`config.mk`:
```
export PLATFORM = sky130hd
export DESIGN_NAME = rf_write_arbiter
export DESIGN_NICKNAME = d
export VERILOG_FILES = /design/src/rtl/rf_pkg.sv /design/src/rtl/rr_arb2.sv /design/src/rtl/rf_write_arbiter.sv
export SDC_FILE = /design/constraint.sdc
export NUM_CORES = 1
export LEC_CHECK = 0
export CORE_ASPECT_RATIO = 0.9
export CORE_MARGIN = 5
export CORE_UTILIZATION = 36
export DETAILED_ROUTE_END_ITERATION = 6
export PLACE_DENSITY = 0.8
export SYNTH_ARGS = -nofsm -noshare
export SYNTH_HDL_FRONTEND = slang
export SYNTH_SLANG_ARGS = --single-unit
```
`constraint.sdc`:
```
create_clock -name clk -period 1.65 [get_ports clk]
set_clock_uncertainty 0.05 [all_clocks]
set_input_delay 0.4125 -clock clk [delete_from_list [all_inputs] [get_ports clk]]
set_output_delay 0.4125 -clock clk [all_outputs]
set_load 0.1 [all_outputs]
```
`src/rtl/rf_pkg.sv`:
```
// rf_pkg: shared definitions for the register-file write arbiter.
//   DEF_DATA_W / DEF_ADDR_W : default data and address widths
//   rf_state_e              : arbiter state (RF_CLEAR, RF_RUN)
//   RF_REQ_ALU / RF_REQ_LD  : requester indices used for last_grant
package rf_pkg;

    localparam int DEF_DATA_W = 32;
    localparam int DEF_ADDR_W = 5;

    typedef enum logic {
        RF_CLEAR = 1'b0,
        RF_RUN   = 1'b1
    } rf_state_e;

    localparam logic RF_REQ_ALU = 1'b0;
    localparam logic RF_REQ_LD  = 1'b1;

endpackage

```
`src/rtl/rr_arb2.sv`:
```
// rr_arb2: combinational two-way round-robin grant.
//   valid0, valid1 : request inputs
//   last_grant     : index of the most recently served requester
//   grant          : one-hot grant (bit N = requester N), zero when idle
// The round-robin pointer itself lives in the parent.
module rr_arb2
    import rf_pkg::*;
(
    input  logic       valid0,
    input  logic       valid1,
    input  logic       last_grant,
    output logic [1:0] grant
);

    always_comb begin
        grant = 2'b00;
        if (valid0 && valid1) begin
            // Contention: serve whoever was not served last.
            grant = (last_grant == RF_REQ_LD) ? 2'b01 : 2'b10;
        end else if (valid0) begin
            grant = 2'b01;
        end else if (valid1) begin
            grant = 2'b10;
        end
    end

endmodule

```
`src/rtl/rf_write_arbiter.sv`:
```
// rf_write_arbiter: arbitrates the single REG_FILE write port between the
// ALU writeback path (req0) and the load/multi-cycle unit (req1).
//   clk, reset            : clock, synchronous active-high reset
//   reqN_valid/addr/data  : writeback request N (held until accepted)
//   reqN_ready            : request N accepted this cycle
//   write_en/w_addr/w_data: registered REG_FILE write port
//   busy                  : post-reset clear in progress
//   last_grant            : most recently accepted requester
// Build option: define RF_CLEAR_EN to zero registers 1..2^ADDR_W-1 after
// every reset before any request is accepted.
module rf_write_arbiter
    import rf_pkg::*;
#(
    parameter int DATA_W = rf_pkg::DEF_DATA_W,
    parameter int ADDR_W = rf_pkg::DEF_ADDR_W
) (
    input  logic              clk,
    input  logic              reset,
    input  logic              req0_valid,
    input  logic [ADDR_W-1:0] req0_addr,
    input  logic [DATA_W-1:0] req0_data,
    output logic              req0_ready,
    input  logic              req1_valid,
    input  logic [ADDR_W-1:0] req1_addr,
    input  logic [DATA_W-1:0] req1_data,
    output logic              req1_ready,
    output logic              write_en,
    output logic [ADDR_W-1:0] w_addr,
    output logic [DATA_W-1:0] w_data,
    output logic              busy,
    output logic              last_grant
);

    rf_state_e  state;
    logic [1:0] grant;
    logic       run;
    logic       xfer0;
    logic       xfer1;

`ifdef RF_CLEAR_EN
    logic [ADDR_W-1:0] clr_cnt;
    logic              busy_q;
    assign busy = busy_q;
`else
    assign busy = 1'b0;
`endif

    rr_arb2 u_arb (
        .valid0     (req0_valid),
        .valid1     (req1_valid),
        .last_grant (last_grant),
        .grant      (grant)
    );

    // Ready is masked by reset so nothing is accepted while reset is held.
    assign run        = (state == RF_RUN) && !reset;
    assign req0_ready = run && grant[0];
    assign req1_ready = run && grant[1];
    assign xfer0      = req0_valid && req0_ready;
    assign xfer1      = req1_valid && req1_ready;

    always_ff @(posedge clk) begin
        if (reset) begin
`ifdef RF_CLEAR_EN
            state   <= RF_CLEAR;
            busy_q  <= 1'b1;
            clr_cnt <= ADDR_W'(1);
`else
            state   <= RF_RUN;
`endif
            last_grant <= RF_REQ_LD;
            write_en   <= 1'b0;
            w_addr     <= '0;
            w_data     <= '0;
        end else begin
            case (state)
`ifdef RF_CLEAR_EN
                RF_CLEAR: begin
                    write_en <= 1'b1;
                    w_addr   <= clr_cnt;
                    w_data   <= '0;
                    clr_cnt  <= clr_cnt + ADDR_W'(1);
                    // Issuing the top address ends the sweep; busy drops
                    // together with the state change.
                    if (clr_cnt == '1) begin
                        state  <= RF_RUN;
                        busy_q <= 1'b0;
                    end
                end
`endif
                RF_RUN: begin
                    if (xfer0) begin
                        last_grant <= RF_REQ_ALU;
                        w_addr     <= req0_addr;
                        w_data     <= req0_data;
                        // Register 0 is hardwired: handshake completes, no write.
                        write_en   <= (req0_addr != '0);
                    end else if (xfer1) begin
                        last_grant <= RF_REQ_LD;
                        w_addr     <= req1_addr;
                        w_data     <= req1_data;
                        write_en   <= (req1_addr != '0);
                    end else begin
                        write_en   <= 1'b0;
                    end
                end
                default: begin
                    state    <= RF_RUN;
                    write_en <= 1'b0;
                end
            endcase
        end
    end

endmodule

```
==> After elaboration in Yosys (flattened, before gate mapping) <==
Index checks and enable logic that the tools add are counted.
W data, S select, Z words.
{ "word_totals": {"out_inout_bits": 42, "register_bits": 39, "elab_cells": 25} }
{ "classes": {"n_reduce_logical": 9, "mux": 12} }
{ "op_table": {"columns": ["cell", "n"], "rows": [
  ["$mux W32", 2],
  ["$mux W5", 2],
  ["$reduce_bool A5 Y1", 2],
  ["$mux W2", 4],
  ["$logic_and A1 B1 Y1", 5],
  ["$mux W1", 4],
  ["$reduce_bool A2 Y1", 1],
  ["$logic_not A1 Y1", 1]
]} }

==> Logic depth before layout (Yosys ltp) <==
{ "depth": {"ltp_word": 7, "ltp_mapped": 5, "mapped_depth_nobuf": 3} }

==> By module <==
A second synthesis with hierarchy kept.
{ "hier_totals": {"cells_unflattened": 224, "area_unflattened_um2": 1746.7} }
{ "modules_own_cells": {"columns": ["module", "area_per_inst_um2", "seq_area_each_um2", "instances", "cells_each"], "rows": [
  ["rf_write_arbiter", 1727.9, 780.7, 1, 221],
  ["rr_arb2", 18.8, 0.0, 1, 3]
]} }

==> Worst setup path before layout <==
OpenSTA, ideal clock, no wires.
{ "synth_timing": {"path_kind": "reg2out", "startpoint": "register last_grant", "endpoint": "output req0_ready", "path_slack_ps": -736, "path_buffers": 1, "arrival_time_ps": 1924, "path_stages_with_launch": 4, "path_cell_list": "dfxtp_1 nand2b_2 and3b_4 buf_2"} }
{ "synth_via": {"elab_chain_cells": 3} }
{ "synth_lines": {"columns": ["element", "line_no", "source"], "rows": [
  ["start: declaration", "rf_write_arbiter.sv:31", "output logic last_grant"],
  ["start signal: assignment", "rf_write_arbiter.sv:71", "last_grant <= RF_REQ_LD;"],
  ["start signal: assignment", "rf_write_arbiter.sv:93", "last_grant <= RF_REQ_ALU;"],
  ["start signal: assignment", "rf_write_arbiter.sv:99", "last_grant <= RF_REQ_LD;"],
  ["$mux W2", "rr_arb2.sv:19", "grant = (last_grant == RF_REQ_LD) ? 2'b01 : 2'b10;"],
  ["$mux W2", "rr_arb2.sv:17", "if (valid0 && valid1) begin"],
  ["$logic_and A1 B1 Y1", "rf_write_arbiter.sv:57", "assign req0_ready = run && grant[0];"],
  ["end: declaration", "rf_write_arbiter.sv:22", "output logic req0_ready,"]
]} }
No other way between the ends.

==> Worst setup path after layout <==
Ends and elaborated chain as after synthesis.

==> impl_metrics.py <==
metrics = {
    "status": {
        "status": "complete, no violations",
    },
    "cells_and_area": {
        "fillers": 369,
        "syn_to_final_growth_pct": 100,
        "fin_util_pct": 72.8,
        "final_common_cell": "clkdlybuf4s50_1",
        "drive_gt1_share_pct": 29.0,
        "fin_cells": 375,
        "layout_common_cells": "clkdlybuf4s50_1, buf_12, dfxtp_1, inv_1, a2111oi_0",
        "nets": 385,
    },
    "critical_path": {
        "worstSetupStartpoint": "last_grant$_SDFFE_PP1P_",
        "crit_type": "flop to primary output",
        "crit_path_end_kind": "primary output",
        "r2r_start": "last_grant$_SDFFE_PP1P_",
        "cp-start-kind": "flop",
        "cp_max_fo": 4,
        "cp.required_ns": 1.19,
        "cp.arrival_ns": 1.18,
    },
    "sta": {
        "setup_viol": 0,
        "clock.fmax_mhz": 609,
        "period_share_pct": 99.5,
        "rsz0062_at_grt": "yes",
        "worstMarginPinSlew_ns": 0.725,
        "fin_ws_ns": 0.00850,
        "final-hold-violation-count": 0,
        "relSlewSlack_pct": 51.6,
        "min_period_ns": 1.64,
        "drv_slew": 0,
    },
    "power_and_ir_drop": {
        "p_total_uw": 3250,
        "powerDensity_nw_per_um2": 866,
        "leakage_uw": 0.00156,
        "ir_drop_mv": 0.443,
    },
    "routing": {
        "drtIter0Drc": 110,
        "via_per_inst": 5.58,
        "remaining_drc_errors": 0,
        "ant_nets": 0,
        "wl_mm": 6.99,
        "firstDrtPassIters": 4,
        "wl_per_cell_um": 18.6,
        "num_vias": 2094,
    },
    "placed_design": {
        "placed_cells": 363,
        "dpl.hpwl_mm": 4.99,
        "gp_congestion": 0.693,
        "dpl_worst_slack_ns": -0.968,
        "portBuffers": 118,
    },
    "grt": {
        "grt_usage_pct": 19.9,
        "antenna_found_initial": 0,
        "grt-ovfl-total": 0,
        "grt_max_degree": 38,
        "grt_pass1_wl_mm": 10.6,
        "grt_pass1_vias": 2069,
    },
    "synth": {
        "synth-edff-count": 0,
        "ys_seq_area_share_pct": 41.6,
        "syn_area_um2": 1880,
        "synthCells": 188,
        "ys_warn_count": 0,
        "ys_ff_latch": 39,
        "async_flop_share_pct": 0,
        "yosys.cell_types.count": 22,
        "syn_avg_cell_area_um2": 9.98,
        "synth_fp_nets": 266,
        "synth_ff_type": "dfxtp_1",
    },
    "die": {
        "fp.coreArea_um2": 5160,
        "fp.dieH_um": 78.5,
        "initial_utilization_pct": 36.3,
        "die_area_um2": 6760,
        "ios": 120,
        "num_rows": 25,
        "die_width_um": 86.1,
    },
    "min_path": {
        "hold_path_class": "flop to flop",
        "hold_path_startpoint": "last_grant$_SDFFE_PP1P_",
    },
    "clocking": {
        "cts_tree": "built",
        "cts.path.max_buffers": 2,
        "clk_pin_slew_ns": 0.07,
        "root_buffer": "clkbuf_8",
        "clk_latency_ns": 0.29,
        "h-tree-depth": 2,
        "numCtsBuffers": 5,
        "ctsHoldBuffers": 0,
        "cts.sinks": 39,
    },
    "job": {
        "maxCapViolCount": 0,
    },
}
## where the power goes
group	internal, uW	switching (uW)	total (uW)
Sequential	1030	92.2	1120
Combinational	627	850	1480
Clock	328	330	658
## flip-flops by register name (all words and copies together) (netlist names)
| register | count |
|---|---|
| write_en | 1 |
| last_grant | 1 |
| w_addr | 5 |
| w_data | 32 |
## final timing paths
check / endpoint / slack [ns] / cells after the start
max reg2reg: w_data[14]$_SDFFE_PP0P_ / 0.09 / 5
min reg2reg: last_grant$_SDFFE_PP1P_ / 0.48 / 2
min: last_grant$_SDFFE_PP1P_ / 0.48 / 2
max: req0_ready / 0.008 / 3
## metal layers
metal | track usage, % | up-vias | wire, um
li1 | - | 979 | -
met1 | 23.6 | 1004 | 2640
met2 | 34.4 | 103 | 3570
met3 | 6.51 | 8 | 703
met4 | 5.06 | 0 | 73
met5 | 0 | - | 0
## layout make-up
cell class	count	area (um^2)	share of cell area [%]
repair buffers	135	1830	48.7
multi-input cells	89	830	22.1
flip-flops and latches	39	785	20.9
inverters	37	139	3.70
well taps	67	83.8	2.23
clock buffers	6	82.6	2.20
clock inverters	1	5.00	0.133
diodes	1	2.50	0.0666
## repair_timing
item                                    CTS  global route
pin swaps                                 2             0
buffers inserted                          2             0
gates cloned                              2             0
resized for setup                        17             2
endpoints found under the setup margin   40             2
## cells by family (layout without fill, tap and decap cells)
group                  after synthesis  in the layout  share of synthesized area (%)
AND/OR/NAND/NOR                     12             12                           4.40
AO/OA/AOI/OAI                       76             76                           38.8
flip-flops                          39             39                           41.6
other                                1              2                          0.200
buffers and inverters               60            179                           15.0
## stage by stage
| step | TNS, ns | hold WS (ns) | cell area, um^2 |
|---|---|---|---|
| 2_1_floorplan | 0 | 0.499 | 1890 |
| 3_3_place_gp | -31.67 | 0.469 | 3560 |
| 3_5_place_dp | -35.18 | 0.475 | 3560 |
| 4_1_cts | 0 | 0.472 | 3750 |
| 5_1_grt | -0.0329 | 0.499 | 3750 |
| 6_report | 0 | 0.482 | 3760 |
## critical path, cell delays in order, from the launching register on
cell      delay [ns]
dfxtp_4         0.36
nand2b_4        0.13
and3b_4         0.22
buf_12          0.17
## cells in the mapped netlist (all sizes together) (2+ instances only)
| cell type | n | area (um^2) |
|---|---|---|
| nand2 | 2 | 7.51 |
| a221o | 37 | 389 |
| nor2 | 2 | 7.51 |
| inv | 37 | 139 |
| nand2b | 2 | 15.0 |
| dfxtp | 39 | 781 |
| buf | 10 | 90.1 |
| and3b | 2 | 21.3 |
| clkbuf | 13 | 52.6 |
| nor3 | 3 | 26.3 |
| a2111oi | 37 | 324 |
(Power assumes the default switching activity.)
